[src/rtl/mmio_port_bridge_if.sv]
// rtl/mmio_port_bridge_if.sv - CPU-side and external-side signals of the MMIO port bridge
interface mmio_port_bridge_if;
  logic [15:0] cpu_out_data;
  logic        cpu_out_we;
  logic        cpu_in_re;
  logic [15:0] processor_input;
  logic        rx_empty;
  logic [15:0] ext_tx_data;
  logic        ext_tx_valid;
  logic        ext_tx_ready;
  logic [15:0] ext_rx_data;
  logic        ext_rx_valid;
  logic        ext_rx_ready;
  logic        flag_clr;
  logic        tx_overflow;
  logic        rx_underflow;

  modport slave (
    input  cpu_out_data, cpu_out_we, cpu_in_re, ext_tx_ready,
           ext_rx_data, ext_rx_valid, flag_clr,
    output processor_input, rx_empty, ext_tx_data, ext_tx_valid,
           ext_rx_ready, tx_overflow, rx_underflow
  );

  modport master (
    output cpu_out_data, cpu_out_we, cpu_in_re, ext_tx_ready,
           ext_rx_data, ext_rx_valid, flag_clr,
    input  processor_input, rx_empty, ext_tx_data, ext_tx_valid,
           ext_rx_ready, tx_overflow, rx_underflow
  );
endinterface

[src/rtl/mmio_port_bridge.sv]
// rtl/mmio_port_bridge.sv - TX/RX FIFOs between the CPU MMIO port and external valid/ready streams
module mmio_port_bridge #(
  parameter int DEPTH = 4,
  parameter int AW    = 2
) (
  input  logic             CLK,
  input  logic             RST,
  mmio_port_bridge_if.slave bus
);

  localparam logic [AW:0] FULL = (AW + 1)'(DEPTH);

  logic [15:0]   tx_mem [DEPTH];
  logic [15:0]   rx_mem [DEPTH];
  logic [AW-1:0] tx_rd, tx_wr, rx_rd, rx_wr;
  logic [AW:0]   tx_cnt, rx_cnt;
  logic          tx_ovf_q, rx_udf_q;

  logic tx_push, tx_pop, tx_ovf_evt;
  logic rx_push, rx_pop, rx_udf_evt;
  logic tx_nonempty, rx_nonempty;

  // Handshake qualification; a TX store into a full FIFO is still taken when the head leaves this cycle
  always_comb begin
    tx_nonempty      = (tx_cnt != '0);
    rx_nonempty      = (rx_cnt != '0);
    bus.ext_rx_ready = !RST && (rx_cnt != FULL);
    tx_pop           = tx_nonempty && bus.ext_tx_ready;
    tx_push          = bus.cpu_out_we && ((tx_cnt != FULL) || tx_pop);
    tx_ovf_evt       = bus.cpu_out_we && !tx_push;
    rx_push          = bus.ext_rx_valid && bus.ext_rx_ready;
    rx_pop           = bus.cpu_in_re && rx_nonempty;
    rx_udf_evt       = bus.cpu_in_re && !rx_nonempty;
  end

  // Outputs decode from registered state only
  always_comb begin
    bus.ext_tx_valid    = tx_nonempty;
    bus.ext_tx_data     = tx_mem[tx_rd];
    bus.rx_empty        = !rx_nonempty;
    bus.processor_input = rx_nonempty ? rx_mem[rx_rd] : 16'h0000;
    bus.tx_overflow     = tx_ovf_q;
    bus.rx_underflow    = rx_udf_q;
  end

  // FIFO storage carries no reset; stale contents are masked by the counts
  always_ff @(posedge CLK) begin
    if (tx_push) tx_mem[tx_wr] <= bus.cpu_out_data;
    if (rx_push) rx_mem[rx_wr] <= bus.ext_rx_data;
  end

  // TX pointers and occupancy
  always_ff @(posedge CLK or posedge RST) begin
    if (RST) begin
      tx_rd  <= '0;
      tx_wr  <= '0;
      tx_cnt <= '0;
    end else begin
      if (tx_push) tx_wr <= tx_wr + 1'b1;
      if (tx_pop)  tx_rd <= tx_rd + 1'b1;
      case ({tx_push, tx_pop})
        2'b10:   tx_cnt <= tx_cnt + 1'b1;
        2'b01:   tx_cnt <= tx_cnt - 1'b1;
        default: tx_cnt <= tx_cnt;
      endcase
    end
  end

  // RX pointers and occupancy
  always_ff @(posedge CLK or posedge RST) begin
    if (RST) begin
      rx_rd  <= '0;
      rx_wr  <= '0;
      rx_cnt <= '0;
    end else begin
      if (rx_push) rx_wr <= rx_wr + 1'b1;
      if (rx_pop)  rx_rd <= rx_rd + 1'b1;
      case ({rx_push, rx_pop})
        2'b10:   rx_cnt <= rx_cnt + 1'b1;
        2'b01:   rx_cnt <= rx_cnt - 1'b1;
        default: rx_cnt <= rx_cnt;
      endcase
    end
  end

  // Sticky error flags; a new error in the clearing cycle keeps the flag set
  always_ff @(posedge CLK or posedge RST) begin
    if (RST) begin
      tx_ovf_q <= 1'b0;
      rx_udf_q <= 1'b0;
    end else begin
      tx_ovf_q <= tx_ovf_evt || (tx_ovf_q && !bus.flag_clr);
      rx_udf_q <= rx_udf_evt || (rx_udf_q && !bus.flag_clr);
    end
  end

endmodule

[src/flat_wrapper.sv]
// flat-port wrapper written by rule: the top's interface ports become plain ports
module mmio_port_bridge_flat 
#(
  parameter int DEPTH = 4,
  parameter int AW    = 2
)
  (CLK, RST, bus_cpu_out_data, bus_cpu_out_we, bus_cpu_in_re, bus_ext_tx_ready, bus_ext_rx_data, bus_ext_rx_valid, bus_flag_clr, bus_processor_input, bus_rx_empty, bus_ext_tx_data, bus_ext_tx_valid, bus_ext_rx_ready, bus_tx_overflow, bus_rx_underflow);
  mmio_port_bridge_if bus_i ();
  input  logic CLK;
  input  logic RST;
  input wire logic [$bits(bus_i.cpu_out_data)-1:0] bus_cpu_out_data;
  input wire logic [$bits(bus_i.cpu_out_we)-1:0] bus_cpu_out_we;
  input wire logic [$bits(bus_i.cpu_in_re)-1:0] bus_cpu_in_re;
  input wire logic [$bits(bus_i.ext_tx_ready)-1:0] bus_ext_tx_ready;
  input wire logic [$bits(bus_i.ext_rx_data)-1:0] bus_ext_rx_data;
  input wire logic [$bits(bus_i.ext_rx_valid)-1:0] bus_ext_rx_valid;
  input wire logic [$bits(bus_i.flag_clr)-1:0] bus_flag_clr;
  output wire logic [$bits(bus_i.processor_input)-1:0] bus_processor_input;
  output wire logic [$bits(bus_i.rx_empty)-1:0] bus_rx_empty;
  output wire logic [$bits(bus_i.ext_tx_data)-1:0] bus_ext_tx_data;
  output wire logic [$bits(bus_i.ext_tx_valid)-1:0] bus_ext_tx_valid;
  output wire logic [$bits(bus_i.ext_rx_ready)-1:0] bus_ext_rx_ready;
  output wire logic [$bits(bus_i.tx_overflow)-1:0] bus_tx_overflow;
  output wire logic [$bits(bus_i.rx_underflow)-1:0] bus_rx_underflow;
  assign bus_i.cpu_out_data = bus_cpu_out_data;
  assign bus_i.cpu_out_we = bus_cpu_out_we;
  assign bus_i.cpu_in_re = bus_cpu_in_re;
  assign bus_i.ext_tx_ready = bus_ext_tx_ready;
  assign bus_i.ext_rx_data = bus_ext_rx_data;
  assign bus_i.ext_rx_valid = bus_ext_rx_valid;
  assign bus_i.flag_clr = bus_flag_clr;
  assign bus_processor_input = bus_i.processor_input;
  assign bus_rx_empty = bus_i.rx_empty;
  assign bus_ext_tx_data = bus_i.ext_tx_data;
  assign bus_ext_tx_valid = bus_i.ext_tx_valid;
  assign bus_ext_rx_ready = bus_i.ext_rx_ready;
  assign bus_tx_overflow = bus_i.tx_overflow;
  assign bus_rx_underflow = bus_i.rx_underflow;
  mmio_port_bridge #(.DEPTH(DEPTH), .AW(AW)) u_core (.CLK(CLK), .RST(RST), .bus(bus_i));
endmodule
[config.mk]
export PLATFORM = sky130hd
export DESIGN_NAME = mmio_port_bridge_flat
export DESIGN_NICKNAME = d
export VERILOG_FILES = /design/src/rtl/mmio_port_bridge_if.sv /design/src/rtl/mmio_port_bridge.sv /design/src/flat_wrapper.sv
export SDC_FILE = /design/constraint.sdc
export NUM_CORES = 1
export LEC_CHECK = 0
export ABC_AREA = 1
export CAP_MARGIN = 15
export CORE_MARGIN = 2
export CORE_UTILIZATION = 45
export CTS_BUF_LIST = sky130_fd_sc_hd__clkbuf_8 sky130_fd_sc_hd__clkbuf_16
export DETAILED_ROUTE_END_ITERATION = 7
export MAX_ROUTING_LAYER = met4
export PLACE_DENSITY = 0.66
export SETUP_SLACK_MARGIN = 0.15
export SYNTH_ARGS = -nofsm -noshare
export SYNTH_HDL_FRONTEND = slang
export SYNTH_SLANG_ARGS = --single-unit
[constraint.sdc]
create_clock -name CLK -period 2.4 [get_ports CLK]
set_clock_uncertainty 0.2 [all_clocks]
set_input_delay 0.48 -clock CLK [delete_from_list [all_inputs] [get_ports CLK]]
set_output_delay 0.48 -clock CLK [all_outputs]
set_load 0.02 [all_outputs]
# ---- Word-level counts from Yosys, hierarchy flattened
# Memory sizes are Yosys's and may differ from the RTL's.
# Cells that the tools add are included.
dict set report classes {
  n_addsub 8
  eq_ne 6
  n_mux 7
  n_reduce_logical 20
}
# operator count
set op_table {}
lappend op_table {{2-to-1 mux 16 bit} 1}
lappend op_table {{case mux 3 bit (2 select lines)} 2}
lappend op_table {{logical AND 1 bit} 9}
lappend op_table {{adder 2 x 1 -> 2 bit, second input constant} 4}
lappend op_table {{adder 3 x 1 -> 3 bit, second input constant} 2}
lappend op_table {{inequality test 3 bit, second input constant} 2}
lappend op_table {{nonzero test 3 bit} 2}
lappend op_table {{subtractor 3 x 1 -> 3 bit, second input constant} 2}
lappend op_table {{equality test 2 x 1 -> 1 bit, second input constant} 2}
lappend op_table {{equality test 2 bit, second input constant} 2}
lappend op_table {{logical NOT 1 bit} 4}
lappend op_table {{2-to-1 mux 1 bit} 4}
lappend op_table {{nonzero test 2 bit} 2}
lappend op_table {{logical OR 1 bit} 3}
dict set report word_totals {
  ff_bits 16
  mem_bits_rw 128
  input_bits 39
  out_inout_bits 37
  word_cells 51
  mem_count 2
}
# name words word_bits rd rd_ports_with_merged_regs wr line
set mem_list {}
lappend mem_list {u_core.rx_mem 4 16 1 0 1 mmio_port_bridge.sv:14} ;# logic [15:0] rx_mem [DEPTH];
lappend mem_list {u_core.tx_mem 4 16 1 0 1 mmio_port_bridge.sv:13} ;# logic [15:0] tx_mem [DEPTH];

# ---- Depth between registers and ports, before layout
dict set report logic_depth {
  ltp_word 7
  mapped_depth 10
  mapped_depth_nobuf 10
}

# ---- Least setup slack after synthesis
# No wires, ideal clock.
dict set report synth_timing {
  kind {reg-to-reg}
  from {register u_core.rx_cnt[1]}
  to {memory u_core.rx_mem[0][0], enable pin}
  setup_ps 389
  arrival_ps 1606
  required_time_ps 1811
  setup_slack_ps 206
  path_stages_with_launch 5
  path_buffers 0
  path_cell_list {dfrtp_1 > inv_1 > a31oi_4 > nand2_4 > nor2_1}
}
dict set report synth_via {
  elab_chain_len 5
}
# item line
set synth_lines {}
lappend synth_lines {{start: declaration} mmio_port_bridge.sv:16} ;# logic [AW:0] tx_cnt, rx_cnt;
lappend synth_lines {{start signal: assignment} mmio_port_bridge.sv:79} ;# 2'b10: rx_cnt <= rx_cnt + 1'b1;
lappend synth_lines {{start signal: assignment} mmio_port_bridge.sv:80} ;# 2'b01: rx_cnt <= rx_cnt - 1'b1;
lappend synth_lines {{start signal: assignment} mmio_port_bridge.sv:81} ;# default: rx_cnt <= rx_cnt;
lappend synth_lines {{inequality test 3 bit} mmio_port_bridge.sv:27} ;# bus.ext_rx_ready = !RST && (rx_cnt != FULL);
lappend synth_lines {{logical AND 1 bit} mmio_port_bridge.sv:27}
lappend synth_lines {{named net bus_ext_rx_ready} flat_wrapper.sv:22} ;# output wire logic [$bits(bus_i.ext_rx_ready)-1:0] bus_ext_rx_ready;
lappend synth_lines {{logical AND 1 bit} mmio_port_bridge.sv:31} ;# rx_push = bus.ext_rx_valid && bus.ext_rx_ready;
lappend synth_lines {{2-to-1 mux 1 bit} mmio_port_bridge.sv:49} ;# if (rx_push) rx_mem[rx_wr] <= bus.ext_rx_data;
lappend synth_lines {{2-to-1 mux 1 bit (not written as such)} mmio_port_bridge.sv:49}
lappend synth_lines {{end: declaration} mmio_port_bridge.sv:14}
# The timed path passes the listed nets, and every way through them passes these cells.

# ---- Final worst setup path
dict set report layout_timing {
  from {register u_core.rx_rd[0]}
  to {output bus_processor_input[14]}
}
dict set report layout_via {
  elab_chain_len 2
}
# item line
set layout_lines {}
lappend layout_lines {{start: declaration} mmio_port_bridge.sv:15} ;# logic [AW-1:0] tx_rd, tx_wr, rx_rd, rx_wr;
lappend layout_lines {{start signal: assignment} mmio_port_bridge.sv:77} ;# if (rx_pop) rx_rd <= rx_rd + 1'b1;
lappend layout_lines {{memory (4 x 16 bit)} -}
lappend layout_lines {{2-to-1 mux 16 bit} mmio_port_bridge.sv:41} ;# bus.processor_input = rx_nonempty ? rx_mem[rx_rd] : 16'h0000;
lappend layout_lines {{end: declaration} flat_wrapper.sv:18} ;# output wire logic [$bits(bus_i.processor_input)-1:0] bus_processor_input;
# No other way between the ends.

==> summary.txt <==
Vias in the first global route: 3850
Detailed Route Iter0 Violations: 282
Worst-skew pair later-pin latency: 410 ps
Mean Syn Cell Area: 12.9 um2
Leakage: 0.00286 uW
CP arrival: 1660 ps
Commonest non-fill, non-tap cell in the layout: edfxtp_1
Combinational power share: 43.0%
Worst-Margin Slew: 262 ps
Antenna violations before repair: 0
Commonest non-fill, non-tap cells in the layout: edfxtp_1, nor2_1, buf_4, clkdlybuf4s50_1, o21ai_1
Max Cap Viol: 0
Post-synth EDFFs: 128
Post-synthesis simple-gate area fraction: 9.55%
Post-Synthesis Cells: 449
Global-route wire length before repair: 19400 um
Flop pwr share: 34.0%
DP HPWL: 7560 um
Status: complete, no violations
CP Max Fanout: 6
CTS buffer count: 17
CTS H-tree depth: 4
Worst-path cell chain: buf_6 > clkbuf_16 > nor2_1 > nor2_1 > o21ai_1 > a21oi_1 > buf_4
Remaining antenna violation count: 0
Share of cells above drive strength 1: 22.6%
Hold WS: 275 ps
Antenna Cells: 0
Mux contribution to synthesized area: 0%
Maximum buffer depth of the clock tree: 2
IO Count: 76
Critical Path Start: u_core.rx_rd[0]$_DFFE_PP0P_
Design area: 7690 um2
Switching part of the total: 36.2%
Hold Crit Class: input port to async pin
Post-synthesis cell area: 5800 um2
DR vias: 3823
P_int: 6490 uW
Root buf cell: clkbuf_16
Chip width: 118 um
Adder-cell share of the synthesized area: 2.63%
Post-DP Area: 7060 um2
CP endpoint kind: primary output
Syn-to-layout area delta: 32.5%
Main combinational cell family by area after synthesis: compound AO/OA/AOI/OAI gates
Area share of the largest cell type after synthesis: 66.2%
Initial Util: 46.0%
Core area: 12600 um2
Clock Sinks: 144
Fin crit period: 2340 ps
Hold Fails Final Rpt: 0
Fmax: 427 MHz
CP startpoint kind: register
Residual DRC: 0
Headroom to the max-slew limit: 82.5%
CP most frequent cell: nor2_1
Vias per cell: 5.08
Final Non-Filler Cells: 752
Placed cells: 715
FF-to-FF Start: u_core.rx_cnt[2]$_DFFE_PP0P_
Top post-synthesis cells by area: edfxtp_1, nor2_1, dfrtp_1, o21ai_0, ha_1
Die area: 13800 um2
TritonCTS clock tree: yes
Number of placement rows: 41
Clock slew at the register clock pins of the worst setup and hold paths: 60 ps
DRT Pass-1 Iters: 4
Synth Net Count: 499
Worst Path Required: 1720 ps
Crit share post-route: 97.7%
Nets: 618
VDD IR max: 0.581 mV
Seq cells post-synth: 144
Crit path kind: register to primary output
Detailed Route WL: 12000 um
FFs w/ async S/R, synth: 11.1%
P_sw: 3670 uW
CP peak stage delay: 450 ps
P per Cell Area: 1320 nW/um2
GP Congestion: 0.801
WL/cell: 16.0 um
Compound-gate portion of the synthesized area: 9.61%
Grt ovf: 0
Port Buffer Count: 75
Clock power share: 23.0%
Synth Warn #: 0
Post-synth top area cell: edfxtp_1
Die span in y: 118 um
Synth cell types: 29
Post-Synth XOR/XNOR Area: 1.34%
Ys flop type: edfxtp_1
Max Slew Vio Count: 0
Final setup fails: 0
Sequential-to-total area share from yosys stat: 73.1%
FILL cells: 1020
Largest net degree at the start of global routing: 27
Total track usage: 18.7%
RSZ-0062 raised after global routing: true
Crit-path slowest cell: dfrtp_2
Layout Utilization: 60.9%
## through the flow
step                      setup slack [ps]  power, uW  setup TNS (ps)
after floorplan                        206       5790               0
after global placement               -38.3       7610           -38.3
after detailed placement             -58.6       7720            -113
after CTS                             54.5       9840               0
after global routing                 -43.2      10800            -185
final                                 55.8      10200               0
## critical path: cells and delay by family (launching register included)
| kind | cells | cell delay, ps |
|---|---|---|
| flops | 1 | 450 |
| buf+inv | 3 | 450 |
| simple gates | 2 | 110 |
| compound gates | 2 | 250 |
## power groups by stage
stage / Sequential [uW] / Combinational (uW) / Clock, uW
floorplan: 3440 / 2360 / 0
detailed placement: 3480 / 4240 / 0
global route: 3500 / 4760 / 2490
CTS: 3440 / 4010 / 2390
global placement: 3460 / 4150 / 0
finish: 3460 / 4370 / 2330
## logic make-up (layout without fill, tap and decap cells)
kind of cell,Yosys count,in the layout
compound gates,104,104
flops,144,144
xor+xnor,8,8
fa+ha+maj,11,11
buf+inv,48,179
simple gates,134,134
## metal layers
layer  track usage, %  up-vias  wire [um]
li1                 -     1822          -
met1             21.9     1869       4980
met2             30.9      121       6240
met3             5.28       11        634
met4             6.78        0        150
met5                -        -          0
## Yosys cell counts (3+ instances only)
| library cell | number |
|---|---|
| edfxtp_1 | 128 |
| nor2_1 | 111 |
| o21ai_0 | 62 |
| inv_1 | 26 |
| a21oi_1 | 19 |
| o22ai_1 | 17 |
| dfrtp_1 | 16 |
| nand2_1 | 12 |
| ha_1 | 9 |
| clkbuf_1 | 7 |
| o21ai_1 | 5 |
| xor2_1 | 5 |
| buf_2 | 4 |
| nand3_1 | 4 |
| buf_4 | 3 |
| clkbuf_2 | 3 |
| inv_2 | 3 |
## registers in the layout (all words and copies together), names as in the netlist, 2 cells and up
name / count
u_core.tx_wr: 2
u_core.tx_mem: 64
u_core.tx_rd: 2
u_core.rx_rd: 2
u_core.rx_wr: 2
u_core.rx_cnt: 3
u_core.tx_cnt: 3
u_core.rx_mem: 64
## worst paths after layout
check                                                    end  slack, ps  cells after the start
worst max-delay path                 bus_processor_input[14]         60                      7
worst min-delay path            u_core.rx_cnt[2]$_DFFE_PP0P_        280                      3
max in group asynchronous        u_core.rx_rd[1]$_DFFE_PP0P_       1510                      3
worst min register to register  u_core.tx_cnt[0]$_DFFE_PP0P_        330                      1
min in group CLK                u_core.tx_cnt[0]$_DFFE_PP0P_        330                      1
worst max register to register  u_core.rx_cnt[2]$_DFFE_PP0P_        330                      9
## final cells by class
cell class                      instances  area (um2)  share of cell area (%)
Inverter                               29         116                    1.51
Sequential cell                       144        4250                    55.2
Clock inverter                         14         103                    1.33
Timing Repair Buffer                  119        1180                    15.4
Tap cell                              172         215                    2.80
Multi-Input combinational cell        257        1400                    18.2
Clock buffer                           17         425                    5.53
## what timing repair did
action	in CTS	in global routing
hold buffers	0	0
resized for setup	169	52
gates cloned	0	3
endpoints found under the setup margin	35	33
endpoints found under the hold margin	0	0
pin swaps	4	10
buffers inserted	0	3
Note: power is estimated with default switching activity, not from simulation.
